--- src/rtl/memory_game_ctrl_if.sv ---
// Game-side signal bundle for memory_game_ctrl: player controls, LFSR handshake
// and status outputs. master = the controller, slave = board top / generator.
interface memory_game_ctrl_if;
  logic       start;
  logic [3:0] btn;
  logic [1:0] rng_sig;
  logic       rng_load;
  logic [7:0] rng_seed;
  logic       rng_step;
  logic [3:0] led;
  logic [4:0] level;
  logic       busy;
  logic       win;
  logic       lose;

  modport master (
    input  start, btn, rng_sig,
    output rng_load, rng_seed, rng_step, led, level, busy, win, lose
  );

  modport slave (
    output start, btn, rng_sig,
    input  rng_load, rng_seed, rng_step, led, level, busy, win, lose
  );
endinterface

--- src/rtl/memory_game_ctrl.sv ---
// Simon-style sequencer: seeds and steps the external LFSR, replays the stored
// quadrant sequence on the lamps, then checks the player's presses against it.
// state      | meaning                 state      | meaning
// S_IDLE     | waiting for start       S_SHOW_ON  | lamp mem[idx] lit
// S_ADD      | step the generator      S_SHOW_OFF | gap between lamps
// S_ADD_WAIT | capture new quadrant    S_INPUT    | checking presses
// S_WIN      | full sequence repeated  S_LOSE     | wrong press or timeout
module memory_game_ctrl #(
  parameter int unsigned TICK_DIV      = 50000000,
  parameter int unsigned MAX_LEN       = 16,
  parameter logic [7:0]  DEF_SEED      = 8'd13,
  parameter int unsigned TIMEOUT_TICKS = 5
) (
  input logic                clk,
  input logic                reset,
  memory_game_ctrl_if.master bus
);
  localparam logic [2:0] S_IDLE     = 3'd0;
  localparam logic [2:0] S_ADD      = 3'd1;
  localparam logic [2:0] S_ADD_WAIT = 3'd2;
  localparam logic [2:0] S_SHOW_ON  = 3'd3;
  localparam logic [2:0] S_SHOW_OFF = 3'd4;
  localparam logic [2:0] S_INPUT    = 3'd5;
  localparam logic [2:0] S_WIN      = 3'd6;
  localparam logic [2:0] S_LOSE     = 3'd7;

  localparam int          AW        = $clog2(MAX_LEN);
  localparam logic [31:0] ON_LOAD   = 32'(TICK_DIV - 1);
  localparam logic [31:0] OFF_LOAD  = 32'(TICK_DIV / 2 - 1);
  localparam logic [31:0] TO_LOAD   = 32'(TIMEOUT_TICKS * TICK_DIV - 1);
  localparam logic [4:0]  MAX_LEN_V = 5'(MAX_LEN);

  logic [2:0]  state;
  logic [4:0]  len;
  logic [4:0]  idx;
  logic [31:0] timer;
  logic [7:0]  seed_cnt;
  logic [1:0]  mem [MAX_LEN];
  logic        win_q;
  logic        lose_q;
  logic        idle_like;
  logic        last_idx;
  logic        load_now;
  logic [3:0]  want;
  logic [3:0]  led_c;

  assign idle_like = (state == S_IDLE) || (state == S_WIN) || (state == S_LOSE);
  assign last_idx  = (idx == len - 5'd1);
  assign want      = 4'b0001 << mem[idx[AW-1:0]];
  assign load_now  = !reset && bus.start && idle_like;

  always_comb begin
    led_c = 4'b0000;
    case (state)
      S_SHOW_ON: led_c = want;
      S_INPUT:   led_c = bus.btn;
      S_WIN:     led_c = 4'b1111;
      default:   led_c = 4'b0000;
    endcase
  end

  // Load and step are decoded from the current cycle so the generator has moved
  // by the time ADD_WAIT samples rng_sig.
  assign bus.rng_load = load_now;
  assign bus.rng_seed = load_now ? ((seed_cnt == 8'd0) ? DEF_SEED : seed_cnt) : 8'd0;
  assign bus.rng_step = (state == S_ADD);
  assign bus.led      = led_c;
  assign bus.level    = len;
  assign bus.busy     = !idle_like;
  assign bus.win      = win_q;
  assign bus.lose     = lose_q;

  always_ff @(posedge clk) begin
    if (state == S_ADD_WAIT) mem[len[AW-1:0]] <= bus.rng_sig;
  end

  always_ff @(posedge clk) begin
    if (reset) begin
      state    <= S_IDLE;
      len      <= 5'd0;
      idx      <= 5'd0;
      timer    <= 32'd0;
      seed_cnt <= 8'd0;
      win_q    <= 1'b0;
      lose_q   <= 1'b0;
    end else begin
      seed_cnt <= seed_cnt + 8'd1;
      win_q    <= 1'b0;
      lose_q   <= 1'b0;
      case (state)
        S_IDLE, S_WIN, S_LOSE: begin
          if (bus.start) begin
            len   <= 5'd0;
            state <= S_ADD;
          end
        end
        S_ADD: state <= S_ADD_WAIT;
        S_ADD_WAIT: begin
          len   <= len + 5'd1;
          idx   <= 5'd0;
          timer <= ON_LOAD;
          state <= S_SHOW_ON;
        end
        S_SHOW_ON: begin
          if (timer == 32'd0) begin
            timer <= OFF_LOAD;
            state <= S_SHOW_OFF;
          end else begin
            timer <= timer - 32'd1;
          end
        end
        S_SHOW_OFF: begin
          if (timer != 32'd0) begin
            timer <= timer - 32'd1;
          end else if (last_idx) begin
            idx   <= 5'd0;
            timer <= TO_LOAD;
            state <= S_INPUT;
          end else begin
            idx   <= idx + 5'd1;
            timer <= ON_LOAD;
            state <= S_SHOW_ON;
          end
        end
        S_INPUT: begin
          // A press in the expiring cycle wins over the timeout.
          if (bus.btn != 4'b0000) begin
            if (bus.btn == want) begin
              timer <= TO_LOAD;
              if (!last_idx) begin
                idx <= idx + 5'd1;
              end else if (len == MAX_LEN_V) begin
                win_q <= 1'b1;
                state <= S_WIN;
              end else begin
                state <= S_ADD;
              end
            end else begin
              lose_q <= 1'b1;
              state  <= S_LOSE;
            end
          end else if (timer == 32'd0) begin
            lose_q <= 1'b1;
            state  <= S_LOSE;
          end else begin
            timer <= timer - 32'd1;
          end
        end
        default: state <= S_IDLE;
      endcase
    end
  end
endmodule

--- src/flat_wrapper.sv ---
// flat-port wrapper written by rule: the top's interface ports become plain ports
module memory_game_ctrl_flat 
#(
  parameter int unsigned TICK_DIV      = 50000000,
  parameter int unsigned MAX_LEN       = 16,
  parameter logic [7:0]  DEF_SEED      = 8'd13,
  parameter int unsigned TIMEOUT_TICKS = 5
)
  (clk, reset, bus_start, bus_btn, bus_rng_sig, bus_rng_load, bus_rng_seed, bus_rng_step, bus_led, bus_level, bus_busy, bus_win, bus_lose);
  memory_game_ctrl_if bus_i ();
  input logic clk;
  input logic reset;
  input wire logic [$bits(bus_i.start)-1:0] bus_start;
  input wire logic [$bits(bus_i.btn)-1:0] bus_btn;
  input wire logic [$bits(bus_i.rng_sig)-1:0] bus_rng_sig;
  output wire logic [$bits(bus_i.rng_load)-1:0] bus_rng_load;
  output wire logic [$bits(bus_i.rng_seed)-1:0] bus_rng_seed;
  output wire logic [$bits(bus_i.rng_step)-1:0] bus_rng_step;
  output wire logic [$bits(bus_i.led)-1:0] bus_led;
  output wire logic [$bits(bus_i.level)-1:0] bus_level;
  output wire logic [$bits(bus_i.busy)-1:0] bus_busy;
  output wire logic [$bits(bus_i.win)-1:0] bus_win;
  output wire logic [$bits(bus_i.lose)-1:0] bus_lose;
  assign bus_i.start = bus_start;
  assign bus_i.btn = bus_btn;
  assign bus_i.rng_sig = bus_rng_sig;
  assign bus_rng_load = bus_i.rng_load;
  assign bus_rng_seed = bus_i.rng_seed;
  assign bus_rng_step = bus_i.rng_step;
  assign bus_led = bus_i.led;
  assign bus_level = bus_i.level;
  assign bus_busy = bus_i.busy;
  assign bus_win = bus_i.win;
  assign bus_lose = bus_i.lose;
  memory_game_ctrl #(.TICK_DIV(TICK_DIV), .MAX_LEN(MAX_LEN), .DEF_SEED(DEF_SEED), .TIMEOUT_TICKS(TIMEOUT_TICKS)) u_core (.clk(clk), .reset(reset), .bus(bus_i));
endmodule
--- config.mk ---
export PLATFORM = sky130hd
export DESIGN_NAME = memory_game_ctrl_flat
export DESIGN_NICKNAME = d
export VERILOG_FILES = /design/src/rtl/memory_game_ctrl_if.sv /design/src/rtl/memory_game_ctrl.sv /design/src/flat_wrapper.sv
export SDC_FILE = /design/constraint.sdc
export NUM_CORES = 1
export LEC_CHECK = 0
export CAP_MARGIN = 25
export CORE_MARGIN = 2
export CORE_UTILIZATION = 56
export CTS_BUF_LIST = sky130_fd_sc_hd__clkbuf_4 sky130_fd_sc_hd__clkbuf_8
export DETAILED_ROUTE_END_ITERATION = 8
export PLACE_DENSITY = 0.79
export SLEW_MARGIN = 20
export SYNTH_ARGS = -nofsm -noshare
export SYNTH_HDL_FRONTEND = slang
export SYNTH_SLANG_ARGS = --single-unit
export TNS_END_PERCENT = 5
--- constraint.sdc ---
create_clock -name clk -period 2.8 [get_ports clk]
set_input_delay 0.28 -clock clk [delete_from_list [all_inputs] [get_ports clk]]
set_output_delay 0.28 -clock clk [all_outputs]
set_load 0.01 [all_outputs]
Yosys cells after proc, flatten, opt, wreduce, memory -nomap -nowiden
Memory sizes are Yosys's and may differ from the RTL's. A register that Yosys moved wholly into a read port is not among the register bits.
Cells that the tools add are included.
{ "classes": {"n_shift": 1, "n_addsub": 5, "div": 0, "eq_ne": 20, "mul": 0, "n_reduce_logical": 21, "n_mux": 36, "order_cmp": 0, "bitwise": 4} }
{ "ops": {"columns": ["op", "count"], "rows": [
  ["2-to-1 mux 32 bit", 5],
  ["case mux 32 bit (4 select lines)", 1],
  ["zero test 32 bit", 1],
  ["nonzero test 32 bit", 1],
  ["subtractor 32 x 1 -> 32 bit (second input constant)", 1],
  ["2-to-1 mux 5 bit", 6],
  ["2-to-1 mux 28 bit", 1],
  ["2-to-1 mux 3 bit", 9],
  ["case mux 3 bit (6 select lines)", 1],
  ["2-to-1 mux 8 bit", 2],
  ["case mux 5 bit (3 select lines)", 1],
  ["equality test 3 bit (second input constant)", 4],
  ["case mux 4 bit (3 select lines)", 1],
  ["adder 5 x 1 -> 5 bit (second input constant)", 2],
  ["case mux 5 bit (2 select lines)", 1],
  ["AND reduction 5 bit", 2],
  ["adder 8 x 1 -> 8 bit (second input constant)", 1],
  ["zero test 8 bit", 1],
  ["2-to-1 mux 4 bit", 2],
  ["nonzero test 4 bit", 2],
  ["equality test 3 x 2 -> 1 bit (second input constant)", 2],
  ["2-to-1 mux 1 bit", 6],
  ["!= test 2 x 1 -> 1 bit (second input constant)", 3],
  ["!= test 2 bit (second input constant)", 3],
  ["21 further kinds", 28]
]} }
{ "word_totals": {"output_inout_bits": 22, "wordCells": 95, "ramBits": 32, "input_bits": 9, "mem_count": 1, "latchBits": 0, "reg_bits": 55, "romBits": 0} }
{ "memory_table": {"columns": ["memory", "depth", "width", "rd", "rd_clocked_by_memory_dff", "write_ports", "line_no", "source"], "rows": [
  ["u_core.mem", 16, 2, 1, 1, 1, "memory_game_ctrl.sv:38", "logic [1:0] mem [MAX_LEN];"]
]} }

Longest topological paths before layout
{ "depth": {"depth_word": 8, "depth_mapped": 11, "mapped_depth_nobuf": 10} }

Least setup slack after synthesis
OpenSTA, ideal clock, no wires.
{ "synth_timing": {"kind": "reg-to-reg", "from": "register (tool-made name)", "to": "register (tool-made name)", "arrival_ps": 2716, "setup_time_ps": 82, "path_buffers": 1, "synth_period_minus_slack_ps": 2798, "path_slack_ps": 2, "t_required_ps": 2718, "stages_incl_launch_ff": 10, "path_cell_list": "dfxtp_1 > buf_6 > mux2_1 > o221a_1 > a22o_1 > or4_1 > a2111o_1 > and2_4 > a2111o_1 > o22ai_1"} }

==> impl_metrics.tcl <==
set metrics [dict create \
    synthArstFlopShare 0 \
    path_cells "buf_12 > buf_4 > mux2i_1 > a221oi_1 > a22oi_1 > a311oi_1 > a21boi_4 > buf_6 > a41o_4 > buf_12 > o32ai_2" \
    syn2layout_area_growth_pct 20.9 \
    avgViaCountPerCell 6.47 \
    slew_headroom 0.362 \
    slew_viol_final 0 \
    wl_per_cell_um 18.7 \
    vias 4901 \
    rsz0062_at_grt "yes" \
    cp.arrival_ns 3.26 \
    endpoint_kind "flop" \
    clock-root-buffer "clkbuf_8" \
    io_buffers 30 \
    chipWidth_um 100 \
    drtAntennaViolNets 0 \
    syn_nets 606 \
    clk_latency_ns 0.38 \
    synth-edff-count 32 \
    critPathSlowestCell "a311oi_1" \
    synthFlopType "dfxtp_1" \
    hpwl_um 9570 \
    final_layout_size_suffix_gt1_frac 0.184 \
    maxCapViolations 0 \
    die_area_um2 10000 \
    startpoint_type "flop" \
    cp_max_fo 9 \
    synthTopCellsByArea "dfxtp_1, edfxtp_1, nor2_1" \
    fillers 707 \
    cp_data_required_time_ns 3.09 \
    hold_violations 0 \
    regArea_um2 2140 \
    status "finished, violations left" \
    syn_inst 589 \
    totalWireLength_um 14200 \
    mostFrequentLayoutCell "nor2_1" \
    core_um2 9110 \
    cts_sinks 91 \
    syn_area_um2 5170 \
    numCtsBuffers 9 \
    cts_tree "done" \
    violations "setup timing" \
    fin_cells 758 \
    final.period_utilization 1.06 \
    firstDrtPassIters 5 \
    setup_slack_ns -0.176 \
    synth_top_area_cell "dfxtp_1" \
    die_h_um 100 \
    initial_core_util 0.568 \
    yosys_warnings 0 \
    final_cell_mix "nor2_1, nand2_1, dfxtp_1" \
    rows 35 \
    worst-path-buf-inv 4 \
    power_density_nw_per_um2 984 \
    finish.utilization 0.686 \
    place_congestion 0.917 \
    diodes 0 \
    clk_path_buf_depth 2 \
    synth-seq-area-share 0.414 \
    synth_cell_type_count 76 \
    worst_pin_slew_ns 0.947 \
    drc 0 \
    final_cell_area_um2 6250 \
    yosys_register_bits 91 \
    dp_slack_ns -0.207 \
    grt_pass1_wl_um 21400 \
    setup_viol 32 \
    synth_top_area_share 0.228 \
    multi_input_area_um2 3030 \
    syn_avg_cell_area_um2 8.78 \
    drt-initial-drc-count 343 \
    grt_pass1_vias 4496 \
    cts.clk_slew.worst_paths_ns 0.10 \
    clock_skew_ns 0.0119 \
    antenna_found_initial 0 \
    final.min_clock_period_ns 2.98 \
    place_area_um2 5760 \
    path_class "flop to flop" \
    track_usage 0.268 \
    fmax_mhz 336 \
    dp.cells 738 \
    io_pins 31 \
    overflow 0 \
    hp-start "reset" \
    cpPeakStageDelay_ns 0.51 \
    hold_path.class "input port to flop" \
    layout.nets 659 \
    grt_max_degree 38 \
    h-tree-depth 3 \
    whs_ns 0.358 \
    power.leakage_uw 0.00223 \
    crit_family "compound AO/OA/AOI/OAI gates" \
    ir_drop_uv 507 \
    crit_top_cell "buf_12" \
    r2r_slack_ns -0.18 \
]
[cells in the mapped netlist, types with 8 or more instances]
cell type  number
clkbuf_1       19
nor2_1         70
nor4_1         12
inv_1          13
a21oi_1        45
dfxtp_1        59
xor2_1         11
or3_1           9
nor3_1         26
nand2_1        62
a211oi_1        8
a21o_1          8
nand3_1        24
ha_1            8
xnor2_1        10
o21ai_0        30
edfxtp_1       32
nand2b_1        8
[stage by stage]
step                setup TNS [ns]  power, µW
floorplan                        0       3780
global placement            -0.109       4660
detailed placement           -2.07       4740
CTS                         -0.483       5760
global route                 -7.46       6480
finish                       -2.65       6150
[cells by family (layout without fill, tap and decap cells)]
logic type,count (synthesis),after routing,synth area share
simple gates,257,257,0.245
xor+xnor,21,21,0.0356
flops,91,91,0.414
compound gates,152,152,0.192
mux,15,15,0.0484
fa+ha+maj,8,8,0.0194
buf+inv,45,103,0.0450
[cell type report]
type,instances,share of cell area
Clock inverter,7,0.0126
Sequential cell,91,0.343
Timing Repair Buffer,73,0.109
Multi-Input combinational cell,453,0.485
Clock buffer,9,0.0198
Inverter,14,0.00841
Tap cell,111,0.0222
[sequential cells by signal, summed over array words and instances (netlist names), named ones only]
signal and cells:
u_core.mem 32, u_core.timer 32, u_core.seed_cnt 8, u_core.bus.level 5, u_core.idx 5, u_core.state 3
u_core.bus.lose 1, u_core.bus.win 1
[power by group]
group	internal, µW	switching, µW
sequential	1520	198
clock	366	569
combinational	1390	2100
total	3280	2870
[what timing repair did]
item / 4_1_cts / 5_1_grt
buffers inserted: 2 / 1
endpoints found under the setup margin: 46 / 57
resized for setup: 41 / 46
hold endpoints to repair: 0 / 0
pin swaps: 7 / 28
gates cloned: 0 / 1
hold buffers: 0 / 0
[final timing paths]
path | endpoint | depth (start not counted)
worst max register to register | u_core.timer[11]$_SDFFE_PP0P_ | 11
worst max-delay path | u_core.timer[11]$_SDFFE_PP0P_ | 11
worst min register to register | u_core.timer[28]$_SDFFE_PP0P_ | 2
worst min-delay path | u_core.seed_cnt[0]$_SDFF_PP0_ | 3
[worst reg2reg max path, stage by stage (launching register included)]
cell	delay, ns
dfxtp_2	0.34
buf_12	0.13
buf_4	0.14
mux2i_1	0.12
a221oi_1	0.42
a22oi_1	0.22
a311oi_1	0.51
a21boi_4	0.12
buf_6	0.15
a41o_4	0.30
buf_12	0.15
o32ai_2	0.27
[routing by layer]
metal | vias up | global-route usage | part of all wire
met4 | 0 | 0.119 | 0.028
met5 | - | 0 | 0
met1 | 2322 | 0.360 | 0.42
met2 | 244 | 0.420 | 0.47
li1 | 2289 | - | -
met3 | 46 | 0.0571 | 0.080
Power figures use the tool's default switching activity.
